===== config.mk =====
export PLATFORM = sky130hd
export DESIGN_NAME = data_memory_ctrl
export DESIGN_NICKNAME = d
export VERILOG_FILES = /design/src/rtl/dmem_pkg.sv /design/src/rtl/dmem_lane_align.sv /design/src/rtl/data_memory_ctrl.sv
export SDC_FILE = /design/constraint.sdc
export NUM_CORES = 2
export LEC_CHECK = 0
export ABC_AREA = 1
export BUFFER_PORTS_ARGS = -buffer_cell sky130_fd_sc_hd__buf_2
export CORE_MARGIN = 2
export CORE_UTILIZATION = 45
export DETAILED_ROUTE_END_ITERATION = 7
export PLACE_DENSITY = 0.64
export SYNTH_ARGS = -nofsm -noshare
export SYNTH_HDL_FRONTEND = slang
export SYNTH_SLANG_ARGS = --single-unit

===== constraint.sdc =====
create_clock -name Clock -period 3.7 [get_ports Clock]
set_input_delay 0.555 -clock Clock [delete_from_list [all_inputs] [get_ports Clock]]
set_output_delay 0.555 -clock Clock [all_outputs]
set_load 0.01 [all_outputs]

===== src/rtl/dmem_pkg.sv =====
// rtl/dmem_pkg.sv - shared encodings and constants for the MEM-stage data memory
package dmem_pkg;

  localparam logic [1:0] SZ_BYTE = 2'b00;
  localparam logic [1:0] SZ_HALF = 2'b01;
  localparam logic [1:0] SZ_WORD = 2'b10;

  localparam int MAX_LATENCY = 15;
  localparam int CNT_W       = 4;

  typedef enum logic [1:0] {
    IDLE = 2'd0,
    WAIT = 2'd1,
    RESP = 2'd2
  } state_e;

endpackage


===== src/rtl/dmem_lane_align.sv =====
// rtl/dmem_lane_align.sv - byte-lane enables, store replication, load extraction and misalignment detect
module dmem_lane_align
  import dmem_pkg::*;
(
  input  logic [1:0]  addr_lo,
  input  logic [1:0]  size,
  input  logic        is_unsigned,
  input  logic [31:0] wdata,
  input  logic [31:0] rword,
  output logic [3:0]  byte_en,
  output logic [31:0] wdata_rep,
  output logic [31:0] rdata_ext,
  output logic        misaligned
);

  logic [7:0]  sel_byte;
  logic [15:0] sel_half;

  // Low address bits are forced to alignment here; trapping is decided by the caller.
  always_comb begin
    byte_en    = 4'b1111;
    wdata_rep  = wdata;
    rdata_ext  = rword;
    misaligned = 1'b0;
    sel_byte   = rword[{addr_lo, 3'b000} +: 8];
    sel_half   = addr_lo[1] ? rword[31:16] : rword[15:0];
    case (size)
      SZ_BYTE: begin
        byte_en   = 4'b0001 << addr_lo;
        wdata_rep = {4{wdata[7:0]}};
        rdata_ext = {{24{~is_unsigned & sel_byte[7]}}, sel_byte};
      end
      SZ_HALF: begin
        byte_en    = addr_lo[1] ? 4'b1100 : 4'b0011;
        wdata_rep  = {2{wdata[15:0]}};
        rdata_ext  = {{16{~is_unsigned & sel_half[15]}}, sel_half};
        misaligned = addr_lo[0];
      end
      default: begin
        misaligned = |addr_lo;
      end
    endcase
  end

endmodule


===== src/rtl/data_memory_ctrl.sv =====
// rtl/data_memory_ctrl.sv - handshaked data memory with programmable latency; DMEM_MISALIGN_TRAP_EN adds RespError
module data_memory_ctrl
  import dmem_pkg::*;
#(
  parameter  int DEPTH   = 64,
  parameter  int LATENCY = 1,
  localparam int ADDR_W  = $clog2(DEPTH) + 2
) (
  input  logic              Clock,
  input  logic              Reset,
  input  logic              ReqValid,
  output logic              ReqReady,
  input  logic              ReqWrite,
  input  logic [1:0]        ReqSize,
  input  logic              ReqUnsigned,
  input  logic [ADDR_W-1:0] Address,
  input  logic [31:0]       WriteData,
  output logic              RespValid,
  output logic [31:0]       ReadData
`ifdef DMEM_MISALIGN_TRAP_EN
  ,
  output logic              RespError
`endif
);

  localparam logic [CNT_W-1:0] LAT_M1 = CNT_W'(LATENCY - 1);

  state_e             state_q, state_d;
  logic [CNT_W-1:0]   cnt_q, cnt_d;
  logic [ADDR_W-1:0]  addr_q, addr_d;
  logic [1:0]         size_q, size_d;
  logic               uns_q, uns_d;
  logic               write_q, write_d;
  logic [31:0]        wdata_q, wdata_d;
  logic [31:0]        rdata_q, rdata_d;
  logic               accept;
  logic               access;
  logic               suppress;

  logic [31:0]        mem [DEPTH];
  logic [31:0]        rword;
  logic [3:0]         byte_en;
  logic [31:0]        wdata_rep;
  logic [31:0]        rdata_ext;
  logic               misaligned;

  assign rword = mem[addr_q[ADDR_W-1:2]];

  dmem_lane_align u_align (
    .addr_lo     (addr_q[1:0]),
    .size        (size_q),
    .is_unsigned (uns_q),
    .wdata       (wdata_q),
    .rword       (rword),
    .byte_en     (byte_en),
    .wdata_rep   (wdata_rep),
    .rdata_ext   (rdata_ext),
    .misaligned  (misaligned)
  );

`ifdef DMEM_MISALIGN_TRAP_EN
  logic err_q, err_d;
  assign suppress  = misaligned;
  assign RespError = (state_q == RESP) & err_q;
`else
  logic unused_misaligned;
  assign suppress          = 1'b0;
  assign unused_misaligned = misaligned;
`endif

  // Next-state, countdown, request capture and load-result selection.
  always_comb begin
    state_d  = state_q;
    cnt_d    = cnt_q;
    addr_d   = addr_q;
    size_d   = size_q;
    uns_d    = uns_q;
    write_d  = write_q;
    wdata_d  = wdata_q;
    rdata_d  = rdata_q;
    access   = 1'b0;
`ifdef DMEM_MISALIGN_TRAP_EN
    err_d    = err_q;
`endif
    ReqReady = (state_q != WAIT);
    accept   = ReqValid & ReqReady;
    case (state_q)
      IDLE: state_d = accept ? WAIT : IDLE;
      WAIT: begin
        if (cnt_q != '0) begin
          cnt_d = cnt_q - 1'b1;
        end else begin
          access  = 1'b1;
          state_d = RESP;
          if (!write_q && !suppress) rdata_d = rdata_ext;
`ifdef DMEM_MISALIGN_TRAP_EN
          err_d = misaligned;
`endif
        end
      end
      RESP: state_d = accept ? WAIT : IDLE;
      default: state_d = IDLE;
    endcase
    if (accept) begin
      cnt_d   = LAT_M1;
      addr_d  = Address;
      size_d  = ReqSize;
      uns_d   = ReqUnsigned;
      write_d = ReqWrite;
      wdata_d = WriteData;
    end
  end

  // Control state and the load result register, cleared by reset.
  always_ff @(posedge Clock) begin
    if (Reset) begin
      state_q <= IDLE;
      cnt_q   <= '0;
      rdata_q <= '0;
`ifdef DMEM_MISALIGN_TRAP_EN
      err_q   <= 1'b0;
`endif
    end else begin
      state_q <= state_d;
      cnt_q   <= cnt_d;
      rdata_q <= rdata_d;
`ifdef DMEM_MISALIGN_TRAP_EN
      err_q   <= err_d;
`endif
    end
  end

  // Captured request fields; only meaningful after an accept, so no reset needed.
  always_ff @(posedge Clock) begin
    addr_q  <= addr_d;
    size_q  <= size_d;
    uns_q   <= uns_d;
    write_q <= write_d;
    wdata_q <= wdata_d;
  end

  // Storage commits the selected lanes on the access edge; reset in WAIT aborts it.
  always_ff @(posedge Clock) begin
    if (!Reset && access && write_q && !suppress) begin
      for (int i = 0; i < 4; i++) begin
        if (byte_en[i]) mem[addr_q[ADDR_W-1:2]][8*i +: 8] <= wdata_rep[8*i +: 8];
      end
    end
  end

  assign RespValid = (state_q == RESP);
  assign ReadData  = rdata_q;

endmodule


* Word-level counts from Yosys, hierarchy flattened
Memories as Yosys holds them, arrays and structs flattened. A register that Yosys moved wholly into a read port is not among the register bits.
Index checks and enable logic that the tools add are counted.
** Word-level totals
- Memories kept :: 1
- Output and inout port bits :: 34
- Bits in writable memories :: 2048
- Bits in registers :: 82
- Logic and storage cells :: 56
** Operators by class
- Add/sub/neg operators :: 1
- Muxes and demuxes :: 23
- Equality and inequality tests :: 5
- Reduce and logical (&&, ||, !) cells :: 10
- Shift-type cells :: 2
- Bitwise operators :: 6
** Memories
- mem :: depth 64, bits a word 32, rd ports 1, clocked after memory_dff 1, wr ports 1, line data_memory_ctrl.sv:40 : logic [31:0] mem [DEPTH];
** Operators with widths (count)
- $pmux 32 s2 :: 2
- $shiftx 32x6->8 :: 1
- $mux 16 :: 1
- $mux 1 :: 15
- $pmux 4 s2 :: 1
- $mux 6 :: 1
- $eq 2x1->1 const B :: 2
- $logic_not 2->1 :: 2
- $mux 4 :: 1
- $pmux 2 s2 :: 1
- $reduce_bool 4->1 :: 1
- $reduce_or 2->1 :: 2
- $shl 1x2->4 const A :: 1
- $sub 4x1->4 const B :: 1
- $and 1x1->1 :: 3
- $not 1->1 :: 3
- $reduce_and 3->1 :: 1
- $eq 2x2->1 const B :: 1
- $logic_and 1x1->1 :: 2
- $mux 2 :: 1
- $ne 2x1->1 const B :: 1
- $ne 2x2->1 const B :: 1
- $reduce_and 2->1 :: 1
- $logic_not 1->1 :: 1

* Depth between registers and ports, before layout
- Word-level depth :: 7
- Mapped depth :: 20
- Gate-level depth less buffers :: 17

* By module
From an unflattened synthesis, not the netlist that was laid out.
** Second synthesis, totals
- Cells, all modules :: 7495
- Area total of the unflattened synthesis :: 87522.7 um^2
** By module, submodules not included
- data_memory_ctrl :: area an instance 86409.1 um^2, sequential area each 63701.1 um^2, times used 1, cells each 7266
- dmem_lane_align :: area an instance 1113.6 um^2, sequential area each 0.0 um^2, times used 1, cells each 229

* Worst setup path after synthesis
Ideal clock, no wire load.
- Path kind :: reg-to-reg
- Start point :: register cnt_q[0]
- End point :: memory mem[10][10], enable pin
- Path slack :: 1.143 ns
- Buffers on the path :: 2
- Arrival :: 2.187 ns
- Clock period less this slack :: 2.557 ns
- Required time :: 3.330 ns
- Library setup time :: 0.370 ns
- Cell stages (with the launch flop) :: 12
- Cell sequence :: dfxtp_1 inv_1 ha_1 inv_1 nor3_1 nor2_1 nor3_1 nand2_1 or2_2 clkbuf_1 buf_1 nor2_1
** Between the ends
- Longest elaborated chain between the ends :: 7
** Ends and longest elaborated chain
- start, declared :: line data_memory_ctrl.sv:29 : logic [CNT_W-1:0] cnt_q, cnt_d;
- start signal, assigned :: line data_memory_ctrl.sv:125 : cnt_q <= cnt_d;
- $reduce_bool 4->1 :: line data_memory_ctrl.sv:90 : if (cnt_q != '0) begin
- $mux 1 :: line data_memory_ctrl.sv:90
- $mux 1 :: line data_memory_ctrl.sv:87 : case (state_q)
- $logic_and 1x1->1 (2 in a row) :: line data_memory_ctrl.sv:144 : if (!Reset && access && write_q && !suppress) begin
- $mux 1 :: line data_memory_ctrl.sv:144
- $mux 1 (not written as such) :: line data_memory_ctrl.sv:146 : if (byte_en[i]) mem[addr_q[ADDR_W-1:2]][8*i +: 8] <= wdata_rep[8*i +: 8];
- end, declared :: line data_memory_ctrl.sv:40
No other way between the ends.

==> results.txt <==
----------------------------------------------------
[Job]
  Number of maximum-capacitance constraint violations ... 0

[Synthesis]
  Cell type contributing the most total cell area after synthesis ... edfxtp_1
  Sequential area share after synthesis ... 0.740
  Number of enable-type register cells in the synthesized netlist ... between 2,000 and 2,500
  Number of synthesized register bits ... 2,136
  Number of distinct library cell variants in the gate-level netlist after synthesis ... 40
  Number of warnings issued by yosys ... 0
  Most area-consuming cells after synthesis ... edfxtp_1 73%, nor2_1 5.4%, o21ai_0 5.0%
  Synthesized Nets ... between 6,000 and 7,000
  Syn avg cell area ... 12.5 um^2
  Mapped Cells ... between 6,000 and 7,000
  Post-synth ARST share ... 0
  Post-synthesis instance area ... approximately 86,000 um^2
  Commonest register cell after synthesis ... edfxtp_1
  Proportion of netlist area held by the largest area contributor ... 0.730

[GRT]
  Via count of the first global-routing pass ... 54,800
  M3 GR Usage ... 0.0521
  Leftover overflow at the end of global routing ... 0
  Pin count of the biggest net entering global routing ... around 130
  Initial antenna violation count ... 14
  First-pass GRT wire length ... 367,000 um
  Met1 Track Usage GR ... 0.353
  Overall Global Routing Usage ... 0.254
  Most used routing layer in global routing ... met2
  Global-route met2 utilization ... 0.392

[Timing]
  Count of final hold-check violations ... 0
  Final setup skew ... ~63 ps
  Achievable Freq ... 304 MHz
  Number of failing setup endpoints in the final timing report ... 0
  Worst max-slew margin expressed relative to the limit ... 0.202
  Time the worst path needs with I/O delays and setup ... between 3000 and 4000 ps
  Worst-margin pin slew ... between 1000 and 1500 ps
  Final worst-path cycle share ... 0.890
  Setup WS post-layout ... between 400 and 500 ps
  Sum of negative setup slack ... 0 ps
  Slew Limit Fails ... 0
  RSZ-0062 raised after global routing ... no

[Power and ir drop]
  P_leak ... approximately 33 nW
  Worst-case vdd ir drop ... between 400 and 500 uV
  Pwr Density ... between 500 and 600 nW/um^2

[Floorplan]
  Floorplan Core Area ... around 190,000 um^2
  Overall die width ... 441 um
  Row count ... between 150 and 200
  IO Pins ... between 80 and 90
  Die outline area ... between 150,000 and 200,000 um^2
  Initial Utilization ... 0.453
  Vertical die dimension ... between 400 and 500 um

[Clock network]
  Deepest level of the CTS H-tree ... 4
  Clock tree from TritonCTS ... built
  Clock-pin slew reported for the worst setup and hold paths after clock tree synthesis ... 60 ps
  Maximum count of clock buffers along a single path ... 3
  Clock tree root buffer cell ... clkbuf_16
  Clock latency reported for the late side of the worst-skew pair ... ~860 ps
  Number of buffers added by the clock tree synthesis step ... approximately 210
  Clock sink count ... 2,136

[Critical path]
  Startpoint class of the critical path ... register
  Required time at the worst-slack endpoint ... around 4500 ps
  Slowest Stage Delay on Critical Path ... ~630 ps
  Worst R2R End ... ReadData[6]
  FF-to-FF path depth ... 13
  Maximum net fanout on the critical path ... roughly 110
  Most prevalent standard cell on the critical path ... nand2_1
  Arrival time worst endpoint ... just over 4000 ps
  CP Cell Sequence ... clkinv_16 -> buf_12 -> buf_4 -> nor2_1 -> o22ai_1 -> nor2_1 -> o211ai_1 -> o21ai_1 -> nand2_1 -> nand3_1 -> nand2_1 -> nand2_1 -> a21oi_1
  Slowest-stage cell, CP ... o211ai_1
  Setup slack of the worst register-to-register path ... approximately 410 ps
  Critical path capture point type ... register
  Startpoint-to-endpoint class of the critical path ... reg -> reg

[Drt]
  Number of vias after detailed routing ... approximately 58,000
  DRC violations left ... 0
  Number of iterations in the first detailed-routing pass ... 8
  Number of nets still failing antenna checks after routing ... 0
  Initial detailed-routing violation count ... ~7,700
  Number of vias per cell ... approximately 5.9
  Mean routed wirelength per cell ... 25.4 um
  Total Wirelength ... between 200,000 and 300,000 um

[Layout]
  Most frequent cells in the layout ... 2,092 x edfxtp_1, 1,240 x nor2_1, 864 x o21ai_0
  Post-layout net count ... just over 7,000
  Most common library cell in the layout ignoring fill and taps ... edfxtp_1
  Fillers ... 16,000
  Share of final-layout standard cells stronger than drive strength 1 ... 0.121
  Area added between synthesis and finish ... 14.3%

[Min path]
  Hold Crit Class ... in -> reg
  Hold Path Stages ... 2
  Terminating pin of the worst hold path ... ReadData[15]
  Beginning of the worst hold path ... Reset

[Place]
  Final HPWL DP ... 156,000 um
  RD Place Congestion ... 0.936
  Count of input and output buffers ... 80
  Worst slack at placement ... approximately 450 ps

[Status]
  Result of the run ... finished, final reports clean

----------------------------------------------------
==> power by group <==
part           internal (mW)  switching [mW]
Sequential              26.9          0.0942
Clock                   12.3            9.20
Combinational           1.51            4.08
==> cell usage after synthesis, drive strengths merged, types with 2 or more instances <==
master,n
nor3,20
edfxtp,2092
clkbuf,166
dfxtp,44
a31oi,8
nand3,550
inv,48
o21ai,1028
nor4,2
o221ai,24
o22ai,436
o211ai,12
nand2,841
clkinv,3
nor2,1240
buf,327
a21oi,46
or2,9
==> area by class of cell <==
cell class / count / area, um^2 / share of cell area
Inverter: 51 / 244 / 0.00248
Multi-Input combinational cell: 4222 / 19400 / 0.197
Sequential cell: 2136 / 63700 / 0.648
Clock buffer: 260 / 5470 / 0.0556
Timing Repair Buffer: 594 / 5000 / 0.0508
Tap cell: 2511 / 3140 / 0.0319
Clock inverter: 137 / 1470 / 0.0149
Antenna cell: 2 / 5.00 / 0.0000509
==> cell families after synthesis <==
group / Yosys count / synth area share
AOI/OAI and AO/OA: 1556 / 0.0983
adders and majority gates: 1 / 0.000145
buffers and inverters: 544 / 0.0364
DFF: 2136 / 0.740
and+or+nand+nor: 2665 / 0.125
==> state kept, by name, summed over array words and instances, names as in the netlist, named ones only <==
name      flops
ReadData     32
wdata_q      32
addr_q        8
size_q        2
state_q       2
cnt_q         4
mem        2048
uns_q         1
write_q       1
==> worst max path at each step <==
stage,start,to,slack [ps]
after floorplan,cnt_q[0],mem[10][10],1140
after global placement,register,ReadData[31],470
after detailed placement,register,ReadData[6],450
after CTS,register,ReadData[6],460
after global routing,register,ReadData[6],200
final,register,ReadData[6],410
==> metrics by stage <==
step / hold slack, ps / utilization / cell area, um^2 / cells / total power [mW]
2_1_floorplan: 441 / - / 86100 / 6902 / 30.9
3_3_place_gp: 446 / 0.479 / 91000 / 9469 / 32.9
3_5_place_dp: 458 / 0.479 / 91000 / 9469 / 32.9
4_1_cts: 133 / 0.517 / 98400 / 9911 / 54.2
5_1_grt: 178 / 0.517 / 98400 / 9911 / 55.6
6_report: 203 / 0.517 / 98400 / 9913 / 54.1
==> routing by layer <==
metal | share of wire | wire, um | vias up
met5 | 0.00027 | 69 | -
met4 | 0.045 | 11400 | 12
met3 | 0.11 | 26400 | 559
met2 | 0.46 | 115000 | 3107
met1 | 0.39 | 98800 | 28500
li1 | - | - | 25900
==> critical path: cells and delay by family (launching register included) <==
family	cells	cell delay, ps
compound gates	4	1330
buf+inv	3	870
flops	1	410
simple gates	6	540
==> timing repair <==
item | CTS | global route
endpoints found under the hold margin | 48 | 0
resized for setup | 0 | 0
setup buffers | 0 | 0
setup endpoints to repair | 0 | 0
hold buffers | 45 | 0
No activity file was read; power rests on OpenSTA's default activity.
